===== config.mk =====
export PLATFORM = sky130hd
export DESIGN_NAME = alu_cmd_issuer
export DESIGN_NICKNAME = d
export VERILOG_FILES = /design/src/rtl/alu_cmd_issuer.sv
export SDC_FILE = /design/constraint.sdc
export NUM_CORES = 1
export LEC_CHECK = 0
export ABC_AREA = 0
export CAP_MARGIN = 20
export CELL_PAD_IN_SITES_DETAIL_PLACEMENT = 0
export CELL_PAD_IN_SITES_GLOBAL_PLACEMENT = 2
export CORE_MARGIN = 4
export CORE_UTILIZATION = 35
export DETAILED_ROUTE_END_ITERATION = 12
export PLACE_DENSITY_LB_ADDON = 0.25
export SLEW_MARGIN = 30
export SYNTH_ARGS = -nofsm -noshare
export SYNTH_HDL_FRONTEND = slang
export SYNTH_SLANG_ARGS = --single-unit

===== constraint.sdc =====
create_clock -name clk -period 5.4 [get_ports clk]
set_input_delay 1.62 -clock clk [delete_from_list [all_inputs] [get_ports clk]]
set_output_delay 1.62 -clock clk [all_outputs]
set_load 0.01 [all_outputs]

===== src/rtl/alu_cmd_issuer.sv =====
// Request-side issuer for the four-operand 8-bit ALU: registers one operation at a
// time onto the ALU, captures its result into a response FIFO, counts ops, flags zero mismatches.
module alu_cmd_issuer #(
  parameter int RSP_DEPTH = 4,
  parameter int CNT_W     = 16
) (
  input  logic             clk,
  input  logic             rst,
  input  logic             req_valid,
  output logic             req_ready,
  input  logic [3:0]       req_opcode,
  input  logic [7:0]       req_a,
  input  logic [7:0]       req_b,
  input  logic [7:0]       req_c,
  input  logic [7:0]       req_d,
  input  logic             req_sel,
  output logic [3:0]       alu_opcode,
  output logic [7:0]       alu_a,
  output logic [7:0]       alu_b,
  output logic [7:0]       alu_c,
  output logic [7:0]       alu_d,
  output logic             alu_sel,
  input  logic [7:0]       alu_result,
  input  logic             alu_zero,
  output logic             rsp_valid,
  input  logic             rsp_ready,
  output logic [7:0]       rsp_result,
  output logic             rsp_zero,
  output logic [CNT_W-1:0] op_count,
  output logic             zero_err
);

  localparam int PTR_W = (RSP_DEPTH > 1) ? $clog2(RSP_DEPTH) : 1;
  localparam int LVL_W = PTR_W + 1;

  typedef enum logic [0:0] {
    IDLE = 1'b0,
    EXEC = 1'b1
  } state_t;

  state_t            state_q;
  logic [3:0]        alu_opcode_q;
  logic [7:0]        alu_a_q;
  logic [7:0]        alu_b_q;
  logic [7:0]        alu_c_q;
  logic [7:0]        alu_d_q;
  logic              alu_sel_q;
  logic [CNT_W-1:0]  op_count_q;
  logic [CNT_W-1:0]  op_count_d;
  logic              zero_err_q;
  logic              zero_err_d;

  logic [8:0]        mem_q [RSP_DEPTH];
  logic [PTR_W-1:0]  wr_ptr_q;
  logic [PTR_W-1:0]  rd_ptr_q;
  logic [LVL_W-1:0]  level_q;
  logic [LVL_W-1:0]  level_d;

  logic              full_s;
  logic              push_s;
  logic              pop_s;
  logic              accept_s;
  logic              ready_s;
  logic              mismatch_s;

  // Handshake, FIFO occupancy and capture bookkeeping.
  always_comb begin
    full_s     = (level_q == LVL_W'(RSP_DEPTH));
    push_s     = (state_q == EXEC);
    pop_s      = (level_q != LVL_W'(0)) && rsp_ready;
    ready_s    = 1'b0;
    mismatch_s = (alu_zero != (alu_result == 8'd0));
    if (state_q == IDLE && !rst) begin
      // A slot freed by a same-cycle pop counts as free.
      ready_s = !full_s || rsp_ready;
    end else begin
      ready_s = 1'b0;
    end
    accept_s = req_valid && ready_s;

    level_d = level_q;
    if (push_s && !pop_s) begin
      level_d = level_q + LVL_W'(1);
    end else if (!push_s && pop_s) begin
      level_d = level_q - LVL_W'(1);
    end else begin
      level_d = level_q;
    end

    if (push_s) begin
      op_count_d = op_count_q + CNT_W'(1);
      zero_err_d = zero_err_q || mismatch_s;
    end else begin
      op_count_d = op_count_q;
      zero_err_d = zero_err_q;
    end
  end

  // Issue FSM with the registered ALU drive, op counter and sticky error.
  always_ff @(posedge clk or posedge rst) begin
    if (rst) begin
      state_q      <= IDLE;
      alu_opcode_q <= 4'd0;
      alu_a_q      <= 8'd0;
      alu_b_q      <= 8'd0;
      alu_c_q      <= 8'd0;
      alu_d_q      <= 8'd0;
      alu_sel_q    <= 1'b0;
      op_count_q   <= '0;
      zero_err_q   <= 1'b0;
    end else begin
      op_count_q <= op_count_d;
      zero_err_q <= zero_err_d;
      case (state_q)
        IDLE: begin
          if (accept_s) begin
            alu_opcode_q <= req_opcode;
            alu_a_q      <= req_a;
            alu_b_q      <= req_b;
            alu_c_q      <= req_c;
            alu_d_q      <= req_d;
            alu_sel_q    <= req_sel;
            state_q      <= EXEC;
          end else begin
            state_q      <= IDLE;
          end
        end
        EXEC: begin
          state_q <= IDLE;
        end
        default: begin
          state_q <= IDLE;
        end
      endcase
    end
  end

  // Response FIFO storage and pointers; entry is {zero, result}.
  always_ff @(posedge clk or posedge rst) begin
    if (rst) begin
      for (int i = 0; i < RSP_DEPTH; i++) begin
        mem_q[i] <= 9'd0;
      end
      wr_ptr_q <= '0;
      rd_ptr_q <= '0;
      level_q  <= '0;
    end else begin
      level_q <= level_d;
      if (push_s) begin
        mem_q[wr_ptr_q] <= {alu_zero, alu_result};
        wr_ptr_q        <= wr_ptr_q + PTR_W'(1);
      end
      if (pop_s) begin
        rd_ptr_q <= rd_ptr_q + PTR_W'(1);
      end
    end
  end

  assign req_ready  = ready_s;
  assign alu_opcode = alu_opcode_q;
  assign alu_a      = alu_a_q;
  assign alu_b      = alu_b_q;
  assign alu_c      = alu_c_q;
  assign alu_d      = alu_d_q;
  assign alu_sel    = alu_sel_q;
  assign rsp_valid  = (level_q != LVL_W'(0));
  assign rsp_result = mem_q[rd_ptr_q][7:0];
  assign rsp_zero   = mem_q[rd_ptr_q][8];
  assign op_count   = op_count_q;
  assign zero_err   = zero_err_q;

endmodule


# Yosys cells after proc, flatten, opt, wreduce, memory -nomap -nowiden
# Index checks and enable logic that the tools add are counted.
[totals] reg_bits=98 latchBits=0 ramBits=0 mem_bits_ro=0 in_bits=50 out_inout_bits=65 word_cells=56 mem_count=0
[classes] n_addsub=5 n_mul=0 div=0 n_lt_le_gt_ge=3 eq_ne=2 n_shift=0 muxes=11 bitwise=3 n_reduce_logical=16
[ops] op="$bwmux W36" n=1
[ops] op="$mux W9" n=3
[ops] op="$bmux W9 S2" n=1
[ops] op="$demux W9 S2" n=1
[ops] op="$add A16 B1 Y16 const B" n=1
[ops] op="$logic_not A8 Y1" n=1
[ops] op="$ge A3 B3 Y1 const B" n=2
[ops] op="$logic_and A1 B1 Y1" n=6
[ops] op="$mux W3" n=2
[ops] op="$not A2 Y3" n=2
[ops] op="$add A2 B1 Y2 const B" n=2
[ops] op="$logic_not A1 Y1" n=4
[ops] op="$add A3 B1 Y3 const B" n=1
[ops] op="$eq A3 B3 Y1 const B" n=1
[ops] op="$lt A3 B1 Y1 const B" n=1
[ops] op="$reduce_bool A3 Y1" n=1
[ops] op="$sub A3 B1 Y3 const B" n=1
[ops] op="$logic_or A1 B1 Y1" n=2
[ops] op="$mux W1" n=2
[ops] op="$pmux W1 S2" n=1
[ops] op="$reduce_and A2 Y1" n=1
[ops] op="$reduce_bool A2 Y1" n=1
[ops] op="$ne A1 B1 Y1" n=1
[ops] op="$not A1 Y1" n=1

# Longest topological paths before layout
# Gate-level depths: netlist (run 1).
[depth] depth_word=7 depth_mapped=8 mapped_depth_nobuf=8

# Worst setup path after synthesis (run 1)
# No wires, ideal clock.
[synth_timing] path_type="input to output" from="input port rsp_ready" to="output port req_ready" t_arrival_ns=2.291 required_time_ns=3.780 slack_ns=1.489 stages=2 n_path_buf=0 path_cell_list="or4b_1 > and2_1"
[synth_via] elab_chain_len=2
[synth_lines] item="from (decl)" line_no="26" source="input logic rsp_ready,"
[synth_lines] item="$logic_or A1 B1 Y1" line_no="75" source="ready_s = !full_s || rsp_ready;"
[synth_lines] item="$mux W1" line_no="73" source="if (state_q == IDLE && !rst) begin"
[synth_lines] item="to (decl)" line_no="10" source="output logic req_ready,"
# Every way passes these cells.

# Final worst setup path (run 1)
# Ends and elaborated chain as after synthesis.

==> flow_summary_export.csv, run 1 <==
group,metric,value,unit
die,ioPinCount,115,
layout,n_fill_cell,1024,
clock_tree,cts_hold_buffers,0,
min_path,min_path_cells,1,
yosys,ys_top_cells_by_area,"dfrtp_1, mux2_2, mux2_4",
power,p_leak,2.44,nW
global_routing,grt_pass1_wl,14200,um
drt,antenna_left,0,
power,p_int,2.11,mW
min_path,min_to,"op_count[15]",
worst_setup_path,cp_top_family,"buffers and inverters",
layout,nNetsFinal,444,
power,swShare,0.276,
layout,final_util,0.498,
worst_setup_path,cp_max_fo,3,
power,seqPwrFrac,0.414,
clock_tree,htreeDepth,3,
layout,diodes,0,
worst_setup_path,crit_path_end_kind,"primary output",
sta,fin_crit,4.87,ns
sta,hold_viol,0,
global_routing,grt_util_all_layers,0.136,
yosys,synth_warnings,0,
global_routing,first_global_vias,2818,
sta,skew,0.00531,ns
power,share_comb_of_total_power,0.351,
sta,maxSlewHeadroom,0.524,
sta,max_clock_freq,205,MHz
yosys,synth_area_leader_cell,"dfrtp_1",
placement,io_buffers,114,
yosys,synth.cell_area,4180,um^2
worst_setup_path,timing.rr.end,"level_q[2]",
sta,tns,0,ns
layout,synthToLayoutAreaGrowth,37.9,%
global_routing,antenna_found_initial,0,
clock_tree,cts_tree,"built",
drt,vias,2571,
layout,drive_gt1_frac,0.265,
layout,layout_common_cells,"clkdlybuf4s50_1, dfrtp_1, mux2_2",
outcome,status,"completed",
yosys,synth.distinct_cells,26,
global_routing,grt_max_degree,54,
worst_setup_path,ff2ff_path_depth,8,
sta,setup_violations,0,
worst_setup_path,r2r-start,"level_q[0]",
clock_tree,clockBufferDepth,2,
layout,seqCellArea,2450,um^2
yosys,synth_edf_count,0,
clock_tree,cts.sink_count,98,
drt,routedWlPerCell,16.4,um
worst_setup_path,crit_buf_inv,2,
min_path,hp-class,"register to register",
power,p_sw,804,uW
placement,dpl.hpwl,6010,um
clock_tree,cts_setup_buffers,0,
drt,dr.pass1.iters,4,
clock_tree,clk_latency,0.34,ns
yosys,synth.avg_cell_area,15.6,um^2
power,power,2.91,mW
yosys,ys_ff_latch,98,
worst_setup_path,critical_path_required,3.78,ns
power,pwr-share-clk,0.235,
yosys,synthFlopType,"dfrtp_1",
min_path,worstHoldStart,"op_count[15]",
yosys,synth_top_cell_area_share,0.587,
die,chipHeight,117,um
power,pwr_density_cell,506,nW/um^2
drt,drt-total-wl,8780,um
clock_tree,cts_buffers,9,
clock_tree,cts_root_buffer,"clkbuf_16",
layout,final_common_cell,"clkdlybuf4s50_1",
die,start_util,0.361,
sta,drv_slew,0,
worst_setup_path,crit_path_frequent_cell,"clkdlybuf4s50_1",
die,dieArea,13800,um^2
flow_run,drv_cap,0,
die,core,11600,um^2
worst_setup_path,rrSetupSlack,3.31,ns
clock_tree,post_cts_resized,0,
yosys,netlist_instances,268,
yosys,seq_area_frac_synth,0.587,
die,die_w,117,um
worst_setup_path,worstSetupStartpointType,"input pin",
clock_tree,clk_pin_slew,0.06,ns
sta,tightest_slew,0.714,ns
worst_setup_path,worstSetupPathType,"input pin to primary output",
worst_setup_path,path_cells,"clkdlybuf4s50_1 -> or4b_1 -> and2_1 -> clkdlybuf4s50_1",
drt,drtIter0Drc,82,
die,rows,39,
drt,drcViolationCount,0,
power,peakVddDrop,0.000189,V
sta,fin_crit_sh,0.902,
yosys,synth_fp_nets,325,
yosys,synthArstFlopShare,1.00,
global_routing,overflow,0,
worst_setup_path,worstPathArrival,3.25,ns
drt,viasPerCell,4.81,
worst_setup_path,cpPeakStageDelay,0.53,ns
placement,gp_congestion,0.685,
layout,multi_input_area,1630,um^2
worst_setup_path,slowest_stage,"or4b_1",
sta,rsz0062_at_grt,"no",
==> layer usage <==
metal,global-route usage,share of wire
met1,0.175,0.44
met2,0.210,0.49
met3,0.0380,0.051
met4,0.0665,0.021
met5,0,0
==> power groups by stage <==
stage | Sequential [mW] | Combinational [mW] | Clock, mW
2_1_floorplan | 1.19 | 0.570 | 0
3_3_place_gp | 1.21 | 1.03 | 0
3_5_place_dp | 1.22 | 1.05 | 0
4_1_cts | 1.21 | 1.05 | 0.713
5_1_grt | 1.25 | 1.11 | 0.742
6_report | 1.21 | 1.02 | 0.684
==> area by class of cell <==
| cell class | instances | share of cell area |
|---|---|---|
| inverters | 6 | 0.00434 |
| well taps | 143 | 0.0310 |
| clock inverters | 6 | 0.0139 |
| repair buffers | 116 | 0.201 |
| clock buffers | 10 | 0.0415 |
| flip-flops and latches | 98 | 0.426 |
| multi-input cells | 156 | 0.283 |
==> cells by family after synthesis <==
family,synth area share
simple gates,0.0536
flops,0.587
fa+ha+maj,0.0228
xor+xnor,0.0440
compound gates,0.00239
mux,0.268
buf+inv,0.0228
==> synthesized netlist by cell type, drive strengths merged, types with 2 or more instances <==
cell / number
nor2: 5
xnor2: 8
mux4: 9
nand3: 5
xor2: 13
buf: 5
dfrtp: 98
nor3: 4
mux2: 75
nand4: 5
nor4: 6
inv: 6
or3: 2
ha: 6
clkbuf: 3
nand2: 11
==> per-stage QoR <==
step / cells / hold WS [ns] / instance area, um^2 / setup slack, ns
floorplan: 268 / 0.447 / 4180 / 1.22
global placement: 519 / 0.457 / 5440 / 0.498
detailed placement: 519 / 0.461 / 5440 / 0.519
CTS: 535 / 0.470 / 5760 / 0.501
global route: 535 / 0.484 / 5760 / 0.450
finish: 535 / 0.468 / 5760 / 0.532
==> worst max-delay path by stage <==
stage                     startpoint   endpoint  slack (ns)  cells after the start
after global placement     rsp_ready  req_ready        0.50                      4
after CTS                  rsp_ready  req_ready        0.50                      4
after floorplan                  rst   alu_a[0]        1.22                      1
after global routing       rsp_ready  req_ready        0.45                      4
after detailed placement   rsp_ready  req_ready        0.52                      4
final                      rsp_ready  req_ready        0.53                      4
==> sequential cells by signal, indices dropped and copies added (netlist names) <==
register,cells
rd_ptr_q,2
wr_ptr_q,2
mem_q,36
level_q,3
alu_a,8
alu_b,8
alu_c,8
alu_sel,1
zero_err,1
op_count,16
alu_opcode,4
alu_d,8
push_s,1
Power figures use the tool's default switching activity.
==> inputs of run 2 (changes only) <==
Settings changed: CTS_CLUSTER_SIZE set to 14.
==> results of run 2 <==
Final layout, timing and power as in run 1 (identical DEF).
==> inputs of run 3 (changes only) <==
Settings changed: SKIP_LAST_GASP set to 1.
==> results of run 3 <==
Final layout, timing and power as in run 1 (identical DEF).
